### config.mk
export PLATFORM = sky130hd
export DESIGN_NAME = calc_core
export DESIGN_NICKNAME = d
export VERILOG_FILES = /design/src/rtl/calc_core.sv
export SDC_FILE = /design/constraint.sdc
export NUM_CORES = 1
export LEC_CHECK = 0
export ABC_AREA = 1
export CAP_MARGIN = 20
export CORE_MARGIN = 2
export CORE_UTILIZATION = 34
export CTS_CLUSTER_DIAMETER = 200
export DETAILED_ROUTE_END_ITERATION = 6
export PLACE_DENSITY = 0.56
export SLEW_MARGIN = 20
export SYNTH_ARGS = -nofsm -noshare
export SYNTH_HDL_FRONTEND = slang
export SYNTH_SLANG_ARGS = --single-unit
### constraint.sdc
create_clock -name clk_in -period 5.89 [get_ports clk_in]
set_input_delay 0.589 -clock clk_in [delete_from_list [all_inputs] [get_ports clk_in]]
set_output_delay 0.589 -clock clk_in [all_outputs]
set_load 0.01 [all_outputs]
### src/rtl/calc_core.sv
// calc_core: keypad calculator with iterative division and BCD seven-segment formatting
module calc_core #(
  parameter int OPD_DIGITS = 4,
  parameter int FRAC_DIGITS = 3
) (
  input  logic        clk_in,
  input  logic        rst_in,
  input  logic        key_valid,
  input  logic [3:0]  key_code,
  output logic [31:0] seg_data,
  output logic [7:0]  seg_data_en,
  output logic [7:0]  seg_dot_en,
  output logic        busy,
  output logic        done,
  output logic        err
);
  localparam int OW = $clog2(10 ** OPD_DIGITS);
  localparam int VW = 27;
  localparam logic [3:0] K_ADD = 4'd10;
  localparam logic [3:0] K_SUB = 4'd11;
  localparam logic [3:0] K_DIV = 4'd13;
  typedef enum logic [2:0] {IDLE, OPA, OPB, CALC, CONV, SHOW, ERR} state_t;
  state_t state, state_n;
  logic [OW-1:0] a, b;
  logic [3:0] op, fd, nd;
  logic [2:0] a_cnt, b_cnt;
  logic [VW-1:0] val, rem, rem_sh;
  logic [31:0] bcd;
  logic [30:0] bcd_adj;
  logic [5:0] cnt;
  logic fsub, neg, dig, opk, eqk, clr, show, dm;
  assign clr = key_valid && key_code == 4'd15;
  assign dig = key_valid && key_code < 4'd10;
  assign opk = key_valid && key_code >= K_ADD && key_code <= K_DIV;
  assign eqk = key_valid && key_code == 4'd14;
  assign rem_sh = {rem[VW-2:0], a[OW-1]};
  assign busy = state == CALC || state == CONV;
  assign err = state == ERR;
  assign show = state == OPA || (state == OPB && b_cnt != '0) || state == SHOW;
  assign dm = state == SHOW && op == K_DIV && FRAC_DIGITS > 0;
  always_ff @(posedge clk_in) state <= rst_in ? IDLE : state_n;
  always_comb begin
    state_n = state;
    case (state)
      IDLE: state_n = dig ? OPA : IDLE;
      OPA: state_n = opk ? OPB : OPA;
      OPB: state_n = eqk && b_cnt != '0 ? CALC : OPB;
      CALC: state_n = op != K_DIV ? CONV : b == '0 ? ERR :
                      cnt == 6'(OW) && fd == 4'(FRAC_DIGITS) ? CONV : CALC;
      CONV: state_n = cnt == 6'(VW) ? SHOW : CONV;
      SHOW, ERR: state_n = dig ? OPA : state;
      default: state_n = IDLE;
    endcase
    if (clr) state_n = IDLE;
  end
  // top digit never reaches 5 before its final shift since results stay below 10^8
  always_comb begin
    bcd_adj = bcd[30:0];
    for (int i = 0; i < 7; i++) bcd_adj[4*i+:4] = bcd[4*i+:4] >= 4'd5 ? bcd[4*i+:4] + 4'd3 : bcd[4*i+:4];
  end
  always_ff @(posedge clk_in) begin
    if (rst_in || clr) begin
      a <= '0; b <= '0; op <= '0; a_cnt <= '0; b_cnt <= '0; val <= '0; rem <= '0;
      bcd <= '0; cnt <= '0; fd <= '0; fsub <= 1'b0; neg <= 1'b0; done <= 1'b0;
    end else begin
      done <= busy && (state_n == SHOW || state_n == ERR);
      case (state)
        IDLE, SHOW, ERR: if (dig) begin
          a <= OW'(key_code); a_cnt <= 3'd1; b <= '0; b_cnt <= '0; bcd <= {28'd0, key_code}; neg <= 1'b0;
        end
        OPA: if (dig && a_cnt < 3'(OPD_DIGITS)) begin
          a <= a * OW'(10) + OW'(key_code); a_cnt <= a_cnt + 3'd1; bcd <= {bcd[27:0], key_code};
        end else if (opk) begin
          op <= key_code; bcd <= '0;
        end
        OPB: if (dig && b_cnt < 3'(OPD_DIGITS)) begin
          b <= b * OW'(10) + OW'(key_code); b_cnt <= b_cnt + 3'd1; bcd <= {bcd[27:0], key_code};
        end else if (opk && b_cnt == '0) begin
          op <= key_code;
        end else if (eqk && b_cnt != '0) begin
          val <= '0; rem <= '0; cnt <= '0; fd <= '0; fsub <= 1'b0; neg <= 1'b0; bcd <= '0;
        end
        CALC: if (op != K_DIV) begin
          val <= op == K_ADD ? VW'(a) + VW'(b) : op == K_SUB ? (a >= b ? VW'(a - b) : VW'(b - a)) : VW'(a) * VW'(b);
          neg <= op == K_SUB && a < b;
          cnt <= '0;
        end else if (cnt != 6'(OW)) begin
          rem <= rem_sh >= VW'(b) ? rem_sh - VW'(b) : rem_sh;
          val <= {val[VW-2:0], rem_sh >= VW'(b)};
          a <= a << 1;
          cnt <= cnt + 6'd1;
        end else if (fd != 4'(FRAC_DIGITS)) begin
          if (!fsub) begin
            rem <= rem * VW'(10); val <= val * VW'(10); fsub <= 1'b1;
          end else if (rem >= VW'(b)) begin
            rem <= rem - VW'(b); val <= val + VW'(1);
          end else begin
            fsub <= 1'b0; fd <= fd + 4'd1;
          end
        end else begin
          cnt <= '0;
        end
        CONV: if (cnt != 6'(VW)) begin
          bcd <= {bcd_adj, val[VW-1]}; val <= val << 1; cnt <= cnt + 6'd1;
        end
        default: ;
      endcase
    end
  end
  always_comb begin
    nd = 4'd1;
    for (int i = 1; i < 8; i++) if (bcd[4*i+:4] != 4'd0) nd = 4'(i + 1);
    if (dm && nd < 4'(FRAC_DIGITS + 1)) nd = 4'(FRAC_DIGITS + 1);
    seg_data = '0;
    seg_data_en = '0;
    seg_dot_en = '0;
    if (err) begin
      seg_data = 32'd14; seg_data_en = 8'd1;
    end else if (show) begin
      for (int i = 0; i < 8; i++) if (i < int'(nd)) begin
        seg_data_en[i] = 1'b1; seg_data[4*i+:4] = bcd[4*i+:4];
      end
      if (neg && nd < 4'd8) begin
        seg_data_en[nd[2:0]] = 1'b1; seg_data[{nd[2:0], 2'b00}+:4] = 4'd10;
      end
      seg_dot_en = dm ? 8'd1 << FRAC_DIGITS : 8'd0;
    end
  end
endmodule

* Yosys cells after proc, flatten, opt, wreduce, memory -nomap -nowiden
Cells that the tools add are included.
** Operators by class
- $lt $le $gt $ge :: 28
- $add $sub $neg :: 20
- Reduce and logical (&&, ||, !) cells :: 54
- $mul :: 5
- Multiplexer cells :: 161
- Shift operators :: 2
- Equal/unequal tests :: 45
- Bitwise logic cells :: 1
** Operators with widths (number)
- 27-bit 2-to-1 mux :: 18
- 32-bit 2-to-1 mux :: 10
- 4-bit 2-to-1 mux :: 53
- 32-bit one-hot mux with 4 select lines :: 1
- 14-bit 2-to-1 mux :: 6
- 27-bit one-hot mux with 3 select lines :: 1
- 27-bit by 14-bit >= comparator with 1-bit output :: 2
- 27-bit by 3-bit multiplier with 26-bit output (second input constant) :: 2
- 27-bit one-hot mux with 2 select lines :: 1
- 27-bit by 14-bit subtractor with 27-bit output :: 2
- 6-bit 2-to-1 mux :: 7
- 14-bit one-hot mux with 3 select lines :: 1
- 1-bit 2-to-1 mux :: 38
- 32-bit bitwise mux :: 1
- 4-bit nonzero test :: 8
- 4-bit by 7-bit variable shift with 32-bit output (first input constant) :: 1
- 4-bit by 7-bit indexed part select with 32-bit output (first input constant) :: 1
- 14-bit by 14-bit subtractor with 15-bit output :: 2
- 14-bit by 4-bit adder with 14-bit output :: 2
- 4-bit by 2-bit adder with 4-bit output (second input constant) :: 7
- 4-bit by 3-bit >= comparator with 1-bit output (second input constant) :: 7
- 14-bit by 3-bit multiplier with 13-bit output (second input constant) :: 2
- 14-bit one-hot mux with 2 select lines :: 1
- 27-bit by 1-bit adder with 27-bit output (second input constant) :: 1
- 60 further kinds :: 141
** Storage, ports and cells
- Flip-flop bits (word level) :: 140
- Logic and storage cells :: 330
- Output and inout port bits :: 51
- Bits of input ports :: 7

* Longest topological paths before layout
Gate-level depths: netlist (run 1).
- Word-level depth :: 19
- Depth in mapped cells :: 30
- Depth with buffers taken out :: 29

* Least setup slack after synthesis (run 1)
Ideal clock, no wire load.
- Kind :: register to register
- Start point :: reg a[1]
- End point :: reg val[19]
- Path buffers :: 1
- Clock period less this slack :: 5.648 ns
- Arrival :: 5.528 ns
- Setup time :: 0.119 ns
- Path slack :: 0.242 ns
- Required time :: 5.771 ns
- Cell stages (with the launch flop) :: 25
- Path through :: dfxtp_1 -> clkbuf_1 -> nand2_1 -> fa_1 -> fa_1 -> inv_1 -> fa_1 -> fa_1 -> fa_1 -> inv_1 -> fa_1 -> inv_1 -> ha_1 -> nand2_1 -> inv_1 -> nand2_1 -> inv_1 -> a21oi_1 -> nand2_1 -> nand2_1 -> nand2_1 -> xnor2_1 -> nand2_1 -> nand2_1 -> a21oi_1
** Between the ends
- Word-level cells in the longest chain between the ends :: 6
- Elaborated cells between the ends (all ways) :: 9
- Classes of those cells :: 2 x add/sub; 1 x mul; 1 x order compare; 5 x mux
** Ends and longest elaborated chain
- start: declaration :: line 24 : logic [OW-1:0] a, b;
- start signal: assignment :: line 72 : a <= a * OW'(10) + OW'(key_code); a_cnt <= a_cnt + 3'd1; bcd <= {bcd[27:0], key_code};
- start signal: assignment :: line 90 : a <= a << 1;
- branches (longest 2 deep; another with 14-bit by 14-bit multiplier with 27-bit output)
- 27-bit 2-to-1 mux (*) (2 in a row) :: line 84 : val <= op == K_ADD ? VW'(a) + VW'(b) : op == K_SUB ? (a >= b ? VW'(a - b) : VW'(b - a)) : VW'(a) * VW'(b);
- 27-bit 2-to-1 mux (*) :: line 83 : CALC: if (op != K_DIV) begin
- 27-bit one-hot mux with 3 select lines (*) :: line 67 : case (state)
- end signal: assignment :: line 84
- end signal: assignment :: line 89 : val <= {val[VW-2:0], rem_sh >= VW'(b)};
- end signal: assignment :: line 96 : rem <= rem - VW'(b); val <= val + VW'(1);
- end: declaration :: line 27 : logic [VW-1:0] val, rem, rem_sh;
Mark *: on every way between the ends.
A chain may end at the register's enable or synchronous reset.

* Final worst setup path (run 1)
- Start point :: reg b[4]
- End point :: reg val[17]
** Between the ends
- Word-level cells in the longest chain between the ends :: 6
- Elaborated cells between the ends (all ways) :: 12
- Classes of those cells :: 2 x add/sub; 1 x mul; 2 x order compare; 1 x eq/ne; 5 x mux; 1 x reduce/logical
** Ends and longest elaborated chain
- start: declaration :: line 24
- start signal: assignment :: line 77 : b <= b * OW'(10) + OW'(key_code); b_cnt <= b_cnt + 3'd1; bcd <= {bcd[27:0], key_code};
- branches (longest 6 deep; another with 14-bit by 14-bit multiplier with 27-bit output)
Parallel ways; which one is timed is not known.

==> impl_metrics.csv, run 1 <==
group,metric,value,unit
floorplanning,die-area,79780,um^2
clock_network,cts-root-buf,"clkbuf_16",
timing,fin_skew,14.97,ps
clock_network,cts_sinks,140,
floorplanning,die_x,282.5,um
timing,fin_ws,295.6,ps
grt,antenna_found_initial,1,
detailed_routing,drt-vias-per-instance,5.140,
final_layout,fin_nets,4753,
synthesis,synth_edf_count,0,
outcome,status,"complete, no violations",
synthesis,ys_seq_area_share,10.63,%
final_layout,antenna_cells,0,
final_layout,drive_gt1_share,5.291,%
floorplanning,dieHeight,282.5,um
timing,tightest_slew,887.3,ps
synthesis,ys.flop_type,"dfxtp_1",
clock_network,cts_setup_buffers,0,
timing,tns,0,ps
timing,slew_violations,0,
power,power-per-cell-area,151.9,nW/um^2
power,power_frac_comb,51.0,%
grt,grt_pass1_vias,26511,
setup_path,cp_max_fo,7,
timing,relSlewSlack,40.72,%
synthesis,synthMuxAreaShare,0.03797,%
synthesis,syn_area,26360,um^2
final_layout,final_area,28900,um^2
hold_path,min_path_type,"reg2reg",
synthesis,synth_compound_area_share,16.73,%
placement,globalplace.congestion,0.9397,
setup_path,rrSetupSlack,300,ps
synthesis,syn_inst,4242,
timing,setup_viol,0,
clock_network,clk_path_buf_depth,2,
synthesis,async_flop_share,0,%
clock_network,clk_pin_slew,70,ps
floorplanning,core,77080,um^2
power,swShare,48.09,%
clock_network,cts-resized-gates,0,
floorplanning,initial_core_util,34.20,%
clock_network,cts_tree,"yes",
timing,rsz0062_at_grt,"false",
flow_run,drv_cap,0,
synthesis,synth_fa_ha_area_share,26.51,%
detailed_routing,vias,27398,
grt,met2_usage,38.84,%
grt,grt_use_total,23.77,%
detailed_routing,ant_nets,0,
timing,fmax,178.8,MHz
grt,use_met1,32.39,%
synthesis,synth_xor_area_share,2.857,%
setup_path,criticalPathCategory,"reg2reg",
final_layout,area_delta_synth_final,9.635,%
power,internal_power,2.280,mW
clock_network,cts_buffers,17,
power,p_clk_share,25.1,%
final_layout,fin_util,37.49,%
synthesis,ys_seq_elements,140,
grt,grt_overflow,0,
power,p_leak,15.34,nW
synthesis,ys_warn_count,0,
placement,placed_area,28240,um^2
placement,io_buffers,50,
power,vdd_drop_max,0.2848,mV
timing,period_minus_slack,5594,ps
detailed_routing,drt_iter0_markers,1906,
timing,hold_viol,0,
grt,grt_pass1_wl,148900,um
grt,grt_max_degree,53,
setup_path,worstSetupStartpointType,"flop",
clock_network,htree_levels,4,
timing,fin_crit_sh,94.98,%
grt,use_met3,2.891,%
floorplanning,num_rows,102,
placement,pre_cts_ws,88.71,ps
synthesis,synth_simple_gate_area_share,30.09,%
power,seqPwrFrac,23.9,%
synthesis,synth.distinct_cells,66,
detailed_routing,wirelength,93670,um
detailed_routing,drtPass1Iterations,6,
detailed_routing,wl_per_cell,17.57,um
setup_path,cp_data_required_time,6270,ps
synthesis,avgSynthCellArea,6.214,um^2
clock_network,worst_skew_pair.late_latency,490,ps
floorplanning,io_pins,58,
clock_network,holdBufCountCts,0,
power,switching_power,2.112,mW
grt,top_usage_layer,"met2",
setup_path,crit_arrival,5980,ps
setup_path,critPathCaptureType,"flop",
detailed_routing,drc,0,
placement,dp_hpwl,76300,um
synthesis,synth_top_family_by_area,"simple AND/OR/NAND/NOR gates",
==> critical path, cell delays in order (launching register included) <==
cell	delay [ps]
dfxtp_2	360
buf_4	190
nand2_1	70
inv_1	50
fa_1	540
inv_1	60
fa_1	520
inv_1	50
fa_1	520
fa_1	450
fa_1	540
inv_1	50
fa_1	520
inv_1	60
ha_4	260
nand2_1	130
inv_1	50
nand2_1	110
inv_1	50
a21oi_1	240
nand3b_1	110
a21oi_1	250
o211ai_1	110
nor2_1	130
nor2_1	40
==> through the flow <==
stage | hold slack, ps | cells | power, mW
global placement | 448.0 | 5299 | 3.249
CTS | 459.9 | 5330 | 4.368
finish | 461.1 | 5330 | 4.391
global route | 511.0 | 5330 | 4.717
detailed placement | 450.5 | 5299 | 3.246
floorplan | 435.9 | 4248 | 2.612
==> state kept, by name (all words and copies together) (netlist names) <==
register and count:
bcd 32, rem 27, val 27, a 14, b 14, cnt 6
fd 4, op 4, a_cnt 3, b_cnt 3, state 3, done 1
fsub 1, neg 1
==> cells in the mapped netlist (all sizes together), types with 3 or more instances <==
library cell | n | area (um^2)
a21oi | 383 | 1951
a221oi | 10 | 87.58
nand2 | 1086 | 4125
a22oi | 3 | 22.52
or2 | 7 | 43.79
inv | 743 | 2796
nor4 | 13 | 96.34
dfxtp | 140 | 2803
xor2 | 59 | 516.8
clkbuf | 73 | 274.0
buf | 59 | 379.1
o31ai | 7 | 52.55
clkinv | 3 | 12.51
a31oi | 12 | 75.07
o21ai | 294 | 1475
and2 | 4 | 25.02
nand4 | 76 | 505.5
o21a | 12 | 90.09
o211ai | 18 | 135.1
nor2 | 323 | 1306
ha | 317 | 3966
o21bai | 8 | 60.06
nand3 | 282 | 1426
a21o | 15 | 112.6
nand3b | 11 | 82.58
nor3 | 54 | 280.3
xnor2 | 27 | 236.5
fa | 151 | 3023
a211oi | 15 | 112.6
o22ai | 6 | 37.54
o32ai | 8 | 70.07
a21boi | 6 | 45.04
==> power by group through the flow <==
stage                     clock network, mW  logic (mW)  registers, mW
after floorplan                           0        1.56           1.05
after detailed placement                  0        2.18           1.07
after global placement                    0        2.18           1.07
after global routing                   1.16        2.50           1.06
final                                  1.10        2.24           1.05
after CTS                              1.13        2.19           1.05
==> area by class of cell <==
class                   instances  area, um^2
clock buffers                  19       452.9
multi-input cells            3230       20190
fillers                      8544       48180
inverters                     746        2810
flip-flops and latches        140        2826
repair buffers                143        1202
clock inverters                12       115.1
well taps                    1040        1301
==> routing by layer <==
layer	part of all wire (%)	wire [um]
met2	45	42010
met3	5.5	5160
met5	0	0
met1	47	43820
met4	2.9	2676
==> cells in the final DEF, fill, tap and decap left out, drive strengths merged, types with 7 or more instances in the layout <==
| master | count |
|---|---|
| nand2 | 1086 |
| inv | 745 |
| a21oi | 383 |
| nor2 | 323 |
| ha | 317 |
| o21ai | 294 |
| nand3 | 282 |
| fa | 151 |
| dfxtp | 140 |
| buf | 93 |
| nand4 | 76 |
| xor2 | 59 |
| nor3 | 54 |
| clkdlybuf4s50 | 50 |
| xnor2 | 27 |
| clkbuf | 19 |
| o211ai | 18 |
| a211oi | 15 |
| a21o | 15 |
| nor4 | 13 |
| a31oi | 12 |
| o21a | 12 |
| nand3b | 11 |
| a221oi | 10 |
| clkinv | 9 |
| o21bai | 8 |
| o32ai | 8 |
| o31ai | 7 |
| or2 | 7 |
| conb | 7 |
==> final timing paths <==
kind             from        to  cells past startpoint
max              b[4]   val[17]                     24
min reg2reg  a_cnt[2]  a_cnt[2]                      2
min          a_cnt[2]  a_cnt[2]                      2
max reg2reg      b[4]   val[17]                     24
==> cell families after synthesis <==
family	Yosys count
adders and majority gates	468
and+or+nand+nor	1862
xor gates and xnor gates	86
DFF	140
buffers and inverters	878
muxes	1
other	1
AOI/OAI and AO/OA	806
Note: power is estimated with default switching activity, not from simulation.
==> run 2, diff against run 1 <==
- GPL_ROUTABILITY_DRIVEN: not set -> 0
==> impl_metrics.csv, run 2 (same netlist as run 1, synthesis figures left out) <==
group,metric,value,unit
final_layout,fin_util,37.44,%
power,p_clk_share,26.0,%
hold_path,min_path_type,"reg2reg",
setup_path,crit_arrival,6020,ps
clock_network,cts_tree,"yes",
floorplanning,core,77080,um^2
flow_run,drv_cap,0,
power,swShare,47.52,%
timing,relSlewSlack,37.41,%
detailed_routing,route.met2.wl,41470,um
clock_network,htree_levels,4,
placement,io_buffers,50,
detailed_routing,drt_iter0_markers,2285,
grt,antenna_found_initial,1,
setup_path,cp_max_fo,10,
timing,holdWs,466.8,ps
setup_path,worstSetupStartpointType,"flop",
setup_path,criticalPathCategory,"reg2reg",
detailed_routing,ant_nets,0,
final_layout,regMostFlops,"bcd",
final_layout,antenna_cells,0,
setup_path,cp_data_required_time,6310,ps
final_layout,final_area,28860,um^2
floorplanning,num_rows,102,
final_layout,drive_gt1_share,4.996,%
power,power-per-cell-area,153.2,nW/um^2
final_layout,fillers,8552,
timing,tightest_slew,935.4,ps
floorplanning,die-area,79780,um^2
clock_network,holdBufCountCts,0,
detailed_routing,wl_per_cell,17.42,um
final_layout,multiInputGateArea,20170,um^2
clock_network,cts_buffers,17,
timing,fin_skew,14.98,ps
timing,period_minus_slack,5599,ps
outcome,status,"complete, no violations",
detailed_routing,dr_wl_met3,5955,um
clock_network,cts_sinks,140,
clock_network,cts-root-buf,"clkbuf_16",
floorplanning,die_x,282.5,um
detailed_routing,vias,27466,
timing,hold_viol,0,
final_layout,seq_area,2828,um^2
timing,fin_crit_sh,95.05,%
floorplanning,initial_core_util,34.20,%
final_layout,reg.largest.list,"bcd x32, rem x27, val x27",
grt,grt_pass1_wl,145800,um
clock_network,clk_path_buf_depth,2,
final_layout,mostFrequentLayoutCells,"nand2_1 (1073), inv_1 (725), a21oi_1 (373), ha_1 (315), nor2_1 (307)",
final_layout,fin_nets,4745,
detailed_routing,wirelength,92720,um
grt,grt_max_degree,53,
setup_path,critPathCaptureType,"flop",
timing,setup_viol,0,
floorplanning,dieHeight,282.5,um
final_layout,largest_register_ff_count,32,
grt,grt_use_total,23.26,%
placement,placed_area,28190,um^2
power,switching_power,2.101,mW
floorplanning,io_pins,58,
power,internal_power,2.321,mW
power,vdd_drop_max,0.2574,mV
timing,slew_violations,0,
clock_network,worst_skew_pair.late_latency,490,ps
detailed_routing,drtPass1Iterations,6,
detailed_routing,drc,0,
placement,dp_hpwl,75320,um
power,power_frac_comb,50.2,%
final_layout,area_delta_synth_final,9.474,%
timing,fmax,178.6,MHz
power,p_leak,15.31,nW
detailed_routing,met1_length,42260,um
grt,grt_pass1_vias,26265,
clock_network,clk_pin_slew,70,ps
detailed_routing,topRoutingLayerUsed,"met4",
detailed_routing,drt-vias-per-instance,5.160,
timing,rsz0062_at_grt,"true",
timing,tns,0,ps
grt,grt_overflow,0,
power,seqPwrFrac,23.8,%
final_layout,layout_commonest_cell,"nand2_1",
-- run 2: worst paths after layout --
kind | from | end | slack, ps | depth (start not counted)
setup reg to reg | b[4] | val[11] | 290 | 22
setup / recovery | b[4] | val[11] | 290 | 22
hold / removal | a_cnt[2] | a_cnt[2] | 470 | 2
hold reg to reg | a_cnt[2] | a_cnt[2] | 470 | 2
-- run 2: area by class of cell --
cell class,instances,area share [%]
inverters,746,9.738
clock buffers,21,1.595
well taps,1040,4.509
flip-flops and latches,140,9.798
multi-input cells,3230,69.90
clock inverters,11,0.4596
repair buffers,135,4.002
-- run 2: per-stage QoR --
| stage | std cells | worst slack (ps) | power, mW |
|---|---|---|---|
| 2_1_floorplan | 4248 | 242.5 | 2.612 |
| 3_3_place_gp | 5290 | 140.0 | 3.238 |
| 3_5_place_dp | 5290 | 141.8 | 3.234 |
| 4_1_cts | 5322 | 106.7 | 4.386 |
| 5_1_grt | 5323 | -51.48 | 4.729 |
| 6_report | 5323 | 291.5 | 4.422 |
-- run 2: routing by layer --
metal	global-route usage, %	up-vias
li1	-	13750
met1	31.05	12725
met2	38.03	864
met3	3.395	127
met4	8.330	0
met5	0	-
-- run 2: power by group through the flow --
stage	Sequential, mW	Combinational (mW)	Clock [mW]
floorplan	1.05	1.56	0
global placement	1.07	2.17	0
detailed placement	1.07	2.16	0
CTS	1.05	2.18	1.16
global route	1.06	2.47	1.20
finish	1.05	2.22	1.15
-- run 2: critical path, cell delays in order (launching register included) --
cell     delay, ps
dfxtp_4        390
ha_1           260
fa_1           550
inv_1           50
fa_1           530
inv_1           50
fa_1           450
ha_1           320
fa_1           530
inv_1           50
fa_1           520
inv_1           40
ha_1           350
nand2_1        120
nor2_1         230
a21oi_2        120
o21ai_0        350
nor2_1          70
o21ai_0        190
nand3_1        100
nand2_1         70
nand2_1         40
a21oi_1        140
-- run 2: timing repair --
item | CTS | global route
setup buffers | 0 | 1
gates resized for setup | 0 | 32
setup endpoints to repair | 0 | 19
